`src/rtl/mips32_rtype_issuer.sv`:
```
// Queues R-type field requests, encodes them into MIPS32 words and issues them one at a time
// to an executor, returning the result (or a timeout marker) as a one-cycle response.
module mips32_rtype_issuer #(
    parameter int unsigned DEPTH   = 4,
    parameter int unsigned TIMEOUT = 15
) (
    input  logic        clk,
    input  logic        rst,
    input  logic        req_valid_i,
    output logic        req_ready_o,
    input  logic [5:0]  req_funct_i,
    input  logic [4:0]  req_rs_i,
    input  logic [4:0]  req_rt_i,
    input  logic [4:0]  req_rd_i,
    input  logic [4:0]  req_shamt_i,
    output logic        instr_valid_o,
    input  logic        instr_ready_i,
    output logic [31:0] instr_o,
    input  logic        res_valid_i,
    input  logic [31:0] res_i,
    output logic        rsp_valid_o,
    output logic [4:0]  rsp_rd_o,
    output logic [31:0] rsp_data_o,
    output logic        rsp_timeout_o,
    output logic        bad_funct_o,
    output logic [7:0]  issued_cnt_o
);
    localparam int unsigned AW = (DEPTH > 1) ? $clog2(DEPTH) : 1;
    localparam int unsigned CW = $clog2(DEPTH + 1);
    localparam int unsigned TW = $clog2(TIMEOUT + 1);

    typedef enum logic [1:0] {StIdle, StIssue, StWait, StResp} state_e;

    state_e        state_q;
    logic [25:0]   mem_q [DEPTH];
    logic [AW-1:0] wr_ptr_q, rd_ptr_q;
    logic [CW-1:0] count_q, count_d;
    logic          bad_funct_q;
    logic [31:0]   instr_q;
    logic          instr_valid_q;
    logic          rsp_valid_q;
    logic [4:0]    rsp_rd_q;
    logic [31:0]   rsp_data_q;
    logic          rsp_timeout_q;
    logic [7:0]    issued_q;
    logic [TW-1:0] tmo_q;

    logic funct_ok, accept, push, pop;

    always_comb begin
        funct_ok = 1'b0;
        case (req_funct_i)
            6'b100000, 6'b100001, 6'b100010, 6'b100011, 6'b100100,
            6'b100101, 6'b100111, 6'b000000, 6'b000010, 6'b101011: funct_ok = 1'b1;
            default: funct_ok = 1'b0;
        endcase
    end

    assign req_ready_o = (count_q != CW'(DEPTH));
    assign accept      = req_valid_i && req_ready_o;
    assign push        = accept && funct_ok;
    assign pop         = (state_q == StIdle) && (count_q != '0);

    always_comb begin
        count_d = count_q;
        if (push && !pop) begin
            count_d = count_q + CW'(1);
        end else if (!push && pop) begin
            count_d = count_q - CW'(1);
        end
    end

    // Storage is not reset; occupancy is tracked by count_q alone.
    always_ff @(posedge clk) begin
        if (push) begin
            mem_q[wr_ptr_q] <= {req_rs_i, req_rt_i, req_rd_i, req_shamt_i, req_funct_i};
        end
    end

    always_ff @(posedge clk or posedge rst) begin
        if (rst) begin
            wr_ptr_q    <= '0;
            rd_ptr_q    <= '0;
            count_q     <= '0;
            bad_funct_q <= 1'b0;
        end else begin
            count_q     <= count_d;
            bad_funct_q <= accept && !funct_ok;
            if (push) wr_ptr_q <= wr_ptr_q + AW'(1);
            if (pop)  rd_ptr_q <= rd_ptr_q + AW'(1);
        end
    end

    always_ff @(posedge clk or posedge rst) begin
        if (rst) begin
            state_q       <= StIdle;
            instr_q       <= '0;
            instr_valid_q <= 1'b0;
            rsp_valid_q   <= 1'b0;
            rsp_rd_q      <= '0;
            rsp_data_q    <= '0;
            rsp_timeout_q <= 1'b0;
            issued_q      <= '0;
            tmo_q         <= '0;
        end else begin
            unique case (state_q)
                StIdle: begin
                    if (pop) begin
                        instr_q       <= {6'b000000, mem_q[rd_ptr_q]};
                        instr_valid_q <= 1'b1;
                        state_q       <= StIssue;
                    end
                end
                StIssue: begin
                    if (instr_ready_i) begin
                        instr_valid_q <= 1'b0;
                        issued_q      <= issued_q + 8'd1;
                        tmo_q         <= '0;
                        state_q       <= StWait;
                    end
                end
                StWait: begin
                    if (res_valid_i) begin
                        rsp_data_q    <= res_i;
                        rsp_timeout_q <= 1'b0;
                        rsp_valid_q   <= 1'b1;
                        rsp_rd_q      <= instr_q[15:11];
                        state_q       <= StResp;
                    end else if (tmo_q == TW'(TIMEOUT - 1)) begin
                        rsp_data_q    <= '0;
                        rsp_timeout_q <= 1'b1;
                        rsp_valid_q   <= 1'b1;
                        rsp_rd_q      <= instr_q[15:11];
                        state_q       <= StResp;
                    end else begin
                        tmo_q <= tmo_q + TW'(1);
                    end
                end
                StResp: begin
                    rsp_valid_q   <= 1'b0;
                    rsp_timeout_q <= 1'b0;
                    state_q       <= StIdle;
                end
                default: state_q <= StIdle;
            endcase
        end
    end

    assign instr_valid_o = instr_valid_q;
    assign instr_o       = instr_q;
    assign rsp_valid_o   = rsp_valid_q;
    assign rsp_rd_o      = rsp_rd_q;
    assign rsp_data_o    = rsp_data_q;
    assign rsp_timeout_o = rsp_timeout_q;
    assign bad_funct_o   = bad_funct_q;
    assign issued_cnt_o  = issued_q;
endmodule
```
`config.mk`:
```
export PLATFORM = sky130hd
export DESIGN_NAME = mips32_rtype_issuer
export DESIGN_NICKNAME = d
export VERILOG_FILES = /design/src/rtl/mips32_rtype_issuer.sv
export SDC_FILE = /design/constraint.sdc
export NUM_CORES = 1
export LEC_CHECK = 0
export BUFFER_PORTS_ARGS = -buffer_cell sky130_fd_sc_hd__buf_4
export CAP_MARGIN = 20
export CORE_MARGIN = 2
export CORE_UTILIZATION = 30
export CTS_CLUSTER_DIAMETER = 50
export DETAILED_ROUTE_END_ITERATION = 12
export PLACE_DENSITY = 0.5
export SYNTH_ARGS = -nofsm -noshare
export SYNTH_HDL_FRONTEND = slang
export SYNTH_SLANG_ARGS = --single-unit
```
`constraint.sdc`:
```
create_clock -name clk -period 5.4 [get_ports clk]
set_input_delay 0.54 -clock clk [delete_from_list [all_inputs] [get_ports clk]]
set_output_delay 0.54 -clock clk [all_outputs]
set_load 0.005 [all_outputs]
```
After elaboration in Yosys (flattened, before gate mapping)
Memory sizes are Yosys's and may differ from the RTL's. A register that Yosys moved wholly into a read port is not among the register bits.
Cells that the tools add are included.
{ "totals": {"reg_bits": 62, "word_cells": 89, "inputBits": 63, "ram_bits": 104, "n_memories": 1} }
{ "op_classes": {"add_sub_neg": 6, "n_eq_ne": 19, "n_mux": 26, "n_reduce_logical": 25} }
{ "mem_list": {"columns": ["memory", "words", "word_bits", "rd", "rd_ports_with_merged_regs", "write_ports", "line", "source"], "rows": [
  ["mem_q", 4, 26, 1, 1, 1, "35", "logic [25:0] mem_q [DEPTH];"]
]} }
{ "ops": {"columns": ["operator", "count"], "rows": [
  ["32-bit two-way mux", 2],
  ["6-bit equality test (second input constant)", 8],
  ["4-bit two-way mux", 3],
  ["5-bit two-way mux", 2],
  ["2-bit nonzero test", 5],
  ["10-bit OR reduction", 1],
  ["8-bit by 1-bit adder with 8-bit output (second input constant)", 1],
  ["1-bit two-way mux", 8],
  ["2-bit two-way mux", 4],
  ["2-bit != test (second input constant)", 4],
  ["2-bit case mux with 4 select lines", 1],
  ["4-bit case mux with 2 select lines", 1],
  ["2-bit AND reduction", 4],
  ["6-bit by 2-bit equality test with 1-bit output (second input constant)", 1],
  ["1-bit logical AND", 6],
  ["6-bit zero test", 1],
  ["3-bit two-way mux", 2],
  ["3-bit != test (second input constant)", 2],
  ["1-bit case mux with 2 select lines", 3],
  ["3-bit AND reduction", 2],
  ["2-bit by 1-bit adder with 2-bit output (second input constant)", 2],
  ["4-bit by 1-bit adder with 4-bit output (second input constant)", 1],
  ["2-bit equality test (second input constant)", 2],
  ["4-bit equality test (second input constant)", 1],
  ["other kinds (7)", 9]
]} }

Logic depth before layout (Yosys ltp)
Gate-level depths: netlist of run 1.
{ "depth": {"ltp_word": 8, "ltp_mapped": 10} }

Least setup slack after synthesis of run 1
Ideal clock, no wire load.
{ "synth_path": {"path_kind": "input to register", "start": "input req_funct_i[2]", "end": "memory mem_q[0][0] (enable)", "arrival_ps": 1891, "setup_time_ps": 385, "slack_ps": 3124, "n_path_buf": 0, "cell_stages": 4, "cell_sequence": "nand2b_1 a21o_1 a211oi_4 and2_1"} }
{ "synth_via": {"elab_chain_cells": 6} }
{ "synth_lines": {"columns": ["item", "line", "source"], "rows": [
  ["start, declared", "11", "input logic [5:0] req_funct_i,"],
  ["6-bit equality test, or another cell as far along", "52", "case (req_funct_i)"],
  ["10-bit OR reduction *", "52", null],
  ["1-bit two-way mux *", "52", null],
  ["1-bit logical AND *", "61", "assign push = accept && funct_ok;"],
  ["net push", "48", "logic funct_ok, accept, push, pop;"],
  ["1-bit two-way mux *", "75", "if (push) begin"],
  ["1-bit two-way mux (not written as such) *", "76", "mem_q[wr_ptr_q] <= {req_rs_i, req_rt_i, req_rd_i, req_shamt_i, req_funct_i};"],
  ["end, declared", "35", null]
]} }
The timed path passes the listed nets; every way through them passes the cells marked *.

Final worst setup path of run 1
{ "layout_path": {"start": "register count_q[0]", "end": "register count_q[2]"} }
{ "layout_via": {"elab_chain_cells": 6} }
{ "layout_lines": {"columns": ["item", "line", "source"], "rows": [
  ["start, declared", "37", "logic [CW-1:0] count_q, count_d;"],
  ["start signal, assigned", "87", "count_q <= count_d;"],
  ["3-bit != test *", "59", "assign req_ready_o = (count_q != CW'(DEPTH));"],
  ["1-bit logical AND *", "60", "assign accept = req_valid_i && req_ready_o;"],
  ["1-bit logical AND *", "61", null],
  ["net push", "48", null],
  ["1-bit zero test", "68", "end else if (!push && pop) begin"],
  ["1-bit logical AND", "68", null],
  ["2-bit nonzero test (no source line)", null, null]
]} }
The timed path passes the listed nets; every way through them passes the cells marked *. The select of a mux whose other input is x is not followed.
A chain may end at the register's enable or synchronous reset.

==> results.json, run 1 <==
{
  "drt_iter0_markers": 174,
  "nNetsFinal": 628,
  "final_common_cell": "buf_4",
  "worstSkewPairLatency_ns": 0.42,
  "fmax_ghz": 0.4294,
  "worstSetupPathType": "flop to flop",
  "yosys_warnings": 0,
  "grt_pass1_vias": 4313,
  "cp-start-kind": "flop",
  "ctsHoldBuffers": 0,
  "hpwl_um": 10420,
  "layout-drive-gt1-share_pct": 42.55,
  "yosysSeqAreaShare_pct": 71.27,
  "fp.dieH_um": 161.8,
  "cts_inserted_buffers": 17,
  "cp_max_fo": 7,
  "die_x_um": 161.8,
  "n_fill_cell": 2277,
  "worst_ep_required_time_ns": 5.74,
  "fin_crit_ns": 2.329,
  "startpoint": "count_q[0]",
  "p_per_area_nw_per_um2": 525.9,
  "vias": 4035,
  "async_flop_share_pct": 45.83,
  "drc": 0,
  "grt_pass1_wl_um": 24340,
  "ant_nets": 0,
  "r2r_start": "count_q[0]",
  "wl_per_cell_um": 17.78,
  "ys.flop_type": "edfxtp_1",
  "hold_viol_final": 0,
  "grt_max_degree": 69,
  "htree_levels": 4,
  "skew_ns": 0.01016,
  "routabilityCongestion": 0.8293,
  "antenna_found_initial": 0,
  "postSynthAreaPerCell_um2": 18.22,
  "cts_root_buffer": "clkbuf_16",
  "start_util_pct": 30.64,
  "setup_viol": 0,
  "syn_area_um2": 7472,
  "cp_cell_sequence": "or3b_1 > nand2_2 > a211oi_4 > ha_1 > inv_1 > fa_1 > xor2_1 > nor2_1 > xor2_1",
  "vias_per_cell": 4.544,
  "first_pass_iters": 4,
  "io_pins": 145,
  "cts_resized": 0,
  "synth_cells": 410,
  "cp.arrival_ns": 2.67,
  "ir_drop_uv": 210.5,
  "die-area_um2": 26190,
  "num_antenna_cells": 0,
  "path_common_cell": "xor2_1",
  "grt_overflow_total": 0,
  "status": "finished, final reports clean",
  "worst_slew_pin_slew_ns": 0.9442,
  "postCtsSetupBuffers": 0,
  "synth_edf_count": 104,
  "port_buffers": 138,
  "clockBufferDepth": 2,
  "synth.distinct_cells": 43,
  "finalSetupTns_ns": 0,
  "p_leak_uw": 0.003832,
  "slowest_stage": "dfrtp_1",
  "slowest_delay_ns": 0.49,
  "clk_pin_slew_ns": 0.07,
  "core_um2": 24390,
  "mostFrequentLayoutCells": "buf_4, edfxtp_1, dfrtp_1",
  "relSlewSlack_pct": 37.06,
  "critPathCaptureType": "flop",
  "drv_cap": 0,
  "timing.final.crit_share_pct": 43.13,
  "fin_hold_ws_ns": 0.05513,
  "cts_num_sinks": 192,
  "tritoncts": "yes",
  "rsz0062_at_grt": "false",
  "drv_slew": 0,
  "synthToLayoutAreaGrowth_pct": 26.32,
  "wl_um": 15790,
  "hold_class": "input port to asynchronous set/reset pin",
  "placementRows": 57,
  "ys_seq_elements": 192,
  "grt_util_all_layers_pct": 12.31
}
==> cells by family (layout without fill, tap and decap cells) <==
logic type	Yosys count	after routing	share of synthesized area, %
other	1	6	0.05019
XOR/XNOR	13	13	1.524
multiplexers	61	61	13.36
buffers and inverters	34	183	2.780
adder cells (fa/ha/maj)	13	13	2.277
flip-flops	192	192	71.27
AND/OR/NAND/NOR	47	47	3.349
AO/OA/AOI/OAI	49	49	5.392
==> critical path: cells and delay by family, from the launching register on <==
kind	cells	cell delay, ns
xor+xnor	2	0.31
flops	1	0.49
compound gates	1	0.35
fa+ha+maj	2	0.61
buf+inv	1	0.06
simple gates	3	0.44
==> cells in the mapped netlist, types with 5 or more instances <==
master    count  area [µm²]
edfxtp_1    104        3123
dfrtp_1      88        2202
mux2_2       34       382.9
a22o_1       32       280.3
mux4_2       21       473.0
ha_1         12       150.1
nor2_1       10       37.54
inv_1         9       33.78
buf_2         8       40.04
buf_4         8       60.06
nand2_1       8       30.03
xnor2_1       7       61.31
clkbuf_1      6       22.52
nand3_1       6       30.03
nor3_1        6       30.03
xor2_1        6       52.55
and2_1        5       31.28
mux4_1        5       131.4
==> final timing paths <==
path / to / slack, ns / depth (start not counted)
hold reg to reg: issued_cnt_o[7] / 0.48 / 1
setup reg to reg: count_q[2] / 3.07 / 9
min in group clk: mem_q[1][10] / 0.31 / 1
max in group asynchronous: rd_ptr_q[0] / 4.12 / 3
hold / removal: rsp_data_o[6] / 0.06 / 2
setup / recovery: count_q[2] / 3.07 / 9
==> final cells by class <==
class | count | area, µm² | area share (%)
inverter | 9 | 36.28 | 0.3844
multi-input combinational | 189 | 1981 | 20.98
tap | 324 | 405.4 | 4.295
clock inverter | 12 | 143.9 | 1.524
sequential | 192 | 5326 | 56.43
clock buffer | 19 | 452.9 | 4.799
timing repair buffer | 143 | 1094 | 11.59
==> routing by layer <==
metal | track usage [%] | share of wire (%) | up-vias | routed length (µm)
li1 | - | - | 1842 | -
met1 | 15.41 | 44 | 2045 | 6899
met2 | 20.70 | 49 | 139 | 7754
met3 | 3.754 | 6.4 | 9 | 1016
met4 | 3.500 | 0.73 | 0 | 116
met5 | 0 | 0 | - | 0
==> through the flow <==
| step | cell area [µm²] | setup slack [ns] | util (%) | std cells | total power (µW) |
|---|---|---|---|---|---|
| global route | 9439 | 2.899 | 38.70 | 888 | 5278 |
| CTS | 9412 | 2.675 | 38.59 | 887 | 5048 |
| floorplan | 7491 | 2.581 | - | 415 | 3056 |
| global placement | 8815 | 2.881 | 36.14 | 856 | 3718 |
| detailed placement | 8815 | 2.700 | 36.14 | 856 | 3755 |
| finish | 9439 | 3.071 | 38.70 | 888 | 4964 |
==> registers in the layout (all words and copies together), names as in the netlist, 2 cells and up <==
register and cells:
instr_o 26, tmo_q 4, rsp_rd_o 5, count_q 3, rd_ptr_q 2, state_q 2
issued_cnt_o 8, rsp_data_o 32, mem_q 104, wr_ptr_q 2
==> where the power goes <==
group          switching (µW)  total [µW]  internal [µW]
sequential                292        2180           1890
combinational             602        1510            908
clock                     552        1270            717
total                    1450        4960           3520
(Power assumes the default switching activity.)
==> run 2, diff against run 1 <==
Settings changed: PLACE_DENSITY 0.5 to 0.51.
Clock period 5.4 ns to 2.1 ns, I/O delays scaled along.
==> results.json, run 2 (synthesis gave the netlist of run 1 again) <==
{
  "status": "finished, final reports clean",
  "fp.dieH_um": 161.8,
  "critPathCaptureType": "flop",
  "dr_wl_met2_um": 7980,
  "grt_pass1_wl_um": 25250,
  "core_um2": 24390,
  "placed_cell_area_um2": 9076,
  "final_cell_area_um2": 10090,
  "cts_root_buffer": "clkbuf_16",
  "synthToLayoutAreaGrowth_pct": 35.01,
  "hold_viol_final": 0,
  "vias": 4318,
  "setup_ws_ns": 0.08474,
  "placementRows": 57,
  "cts_inserted_buffers": 17,
  "p_leak_uw": 0.004133,
  "hpwl_um": 10410,
  "cts_num_sinks": 192,
  "grt_pass1_vias": 4583,
  "r2r_start": "count_q[2]",
  "worst_slew_pin_slew_ns": 0.5117,
  "vias_per_cell": 4.536,
  "largest_register_ffs": 104,
  "layout-drive-gt1-share_pct": 42.97,
  "hold_class": "input port to flop",
  "cp_max_fo": 2,
  "wl_um": 15970,
  "wl_met1_um": 6865,
  "drc": 0,
  "crit_buf_inv": 1,
  "worstSkewPairLatency_ns": 0.44,
  "fin_util_pct": 41.36,
  "pre_cts_ws_ns": 0.01617,
  "slowest_delay_ns": 0.37,
  "dr.max_layer_used": "met4",
  "final_common_cell": "buf_4",
  "wl_per_cell_um": 16.78,
  "slowest_stage": "dfrtp_1",
  "fin_hold_ws_ns": 0.01379,
  "start_util_pct": 30.64,
  "fin_cells": 952,
  "setup_viol": 0,
  "ir_drop_uv": 526.2,
  "ant_nets": 0,
  "tritoncts": "yes",
  "htree_levels": 4,
  "port_buffers": 138,
  "path_common_cell": "xor2_1",
  "relSlewSlack_pct": 65.88,
  "worstSetupPathType": "flop to flop",
  "grt_util_all_layers_pct": 12.61,
  "skew_ns": 0.01964,
  "antenna_found_initial": 2,
  "routabilityCongestion": 0.7878,
  "drt_iter0_markers": 184,
  "timing.final.crit_share_pct": 95.96,
  "path_delay_family": "adder cells",
  "grt_overflow_total": 0,
  "first_pass_iters": 4,
  "fin_crit_ns": 2.015,
  "dp.cells": 879,
  "die-area_um2": 26190,
  "grt_max_degree": 89,
  "endpoint": "count_q[2]",
  "fmax_ghz": 0.4962,
  "mostFrequentLayoutCells": "buf_4, edfxtp_1, dfrtp_1",
  "nNetsFinal": 689,
  "cp.arrival_ns": 2.37,
  "r2r_slack_ns": 0.08,
  "rsz0062_at_grt": "true",
  "drv_cap": 0,
  "cp-start-kind": "flop",
  "drv_slew": 0,
  "p_per_area_nw_per_um2": 1285,
  "io_pins": 145,
  "startpoint": "count_q[2]",
  "cp_num_cells": 9,
  "reg2regPathDepth": 9,
  "cp_cell_sequence": "or3b_4 > nand2_4 > a211oi_4 > ha_2 > inv_2 > fa_2 > xor2_1 > nor2_1 > xor2_1",
  "worst_ep_required_time_ns": 2.45,
  "clk_pin_slew_ns": 0.07,
  "route.met3.wl_um": 942,
  "die_x_um": 161.8,
  "clockBufferDepth": 2,
  "timing.rr.end": "count_q[2]",
  "top_register": "mem_q"
}
[run 2: final cells by class]
| class | count | area [µm²] |
|---|---|---|
| Clock inverter | 15 | 180.2 |
| Tap cell | 324 | 405.4 |
| Inverter | 9 | 37.54 |
| Multi-Input combinational cell | 189 | 1993 |
| Fill cell | 2240 | 14300 |
| Timing Repair Buffer | 204 | 1715 |
| Sequential cell | 192 | 5326 |
| Clock buffer | 17 | 425.4 |
| Antenna cell | 2 | 5.005 |
[run 2: per-stage QoR]
step	setup TNS [ns]	total power, µW
finish	0	12970
global route	-0.01616	13770
CTS	0	13190
detailed placement	0	9852
global placement	0	9746
floorplan	0	7858
[run 2: routing by layer]
layer / vias to the layer above / track usage (%)
met2: 120 / 21.76
met1: 2207 / 15.44
met4: 0 / 3.419
met3: 12 / 3.754
li1: 1979 / -
met5: - / 0
[run 2: worst min-delay path by stage]
| stage | start | to | slack, ns | cells after the start |
|---|---|---|---|---|
| 3_3_place_gp | rst | rsp_data_o[6] | 0.40 | 3 |
| 6_report | res_i[7] | rsp_data_o[7] | 0.01 | 2 |
| 5_1_grt | res_i[1] | rsp_data_o[1] | 0.001 | 2 |
| 2_1_floorplan | req_funct_i[0] | mem_q[0][0] | 0.31 | 0 |
| 4_1_cts | res_i[0] | rsp_data_o[0] | 0.0004 | 2 |
| 3_5_place_dp | rst | rsp_data_o[3] | 0.41 | 3 |
[run 2: worst reg2reg max path: cells and delay by family (launching register included)]
| family | cells | cell delay, ns |
|---|---|---|
| AND/OR/NAND/NOR | 3 | 0.44 |
| buffers and inverters | 1 | 0.04 |
| flip-flops | 1 | 0.37 |
| AO/OA/AOI/OAI | 1 | 0.23 |
| XOR/XNOR | 2 | 0.30 |
| adder cells (fa/ha/maj) | 2 | 0.56 |
[run 2: timing repair]
| item | CTS | global route |
|---|---|---|
| setup endpoints to repair | 0 | 2 |
| resized for setup | 0 | 7 |
| setup buffers | 0 | 3 |
| endpoints found under the hold margin | 192 | 0 |
| hold buffers | 36 | 0 |
[run 2: report_power, final]
group	switching [µW]	internal, µW	total, µW
logic	1780	2560	4330
clock network	1600	1620	3220
registers	542	4870	5410
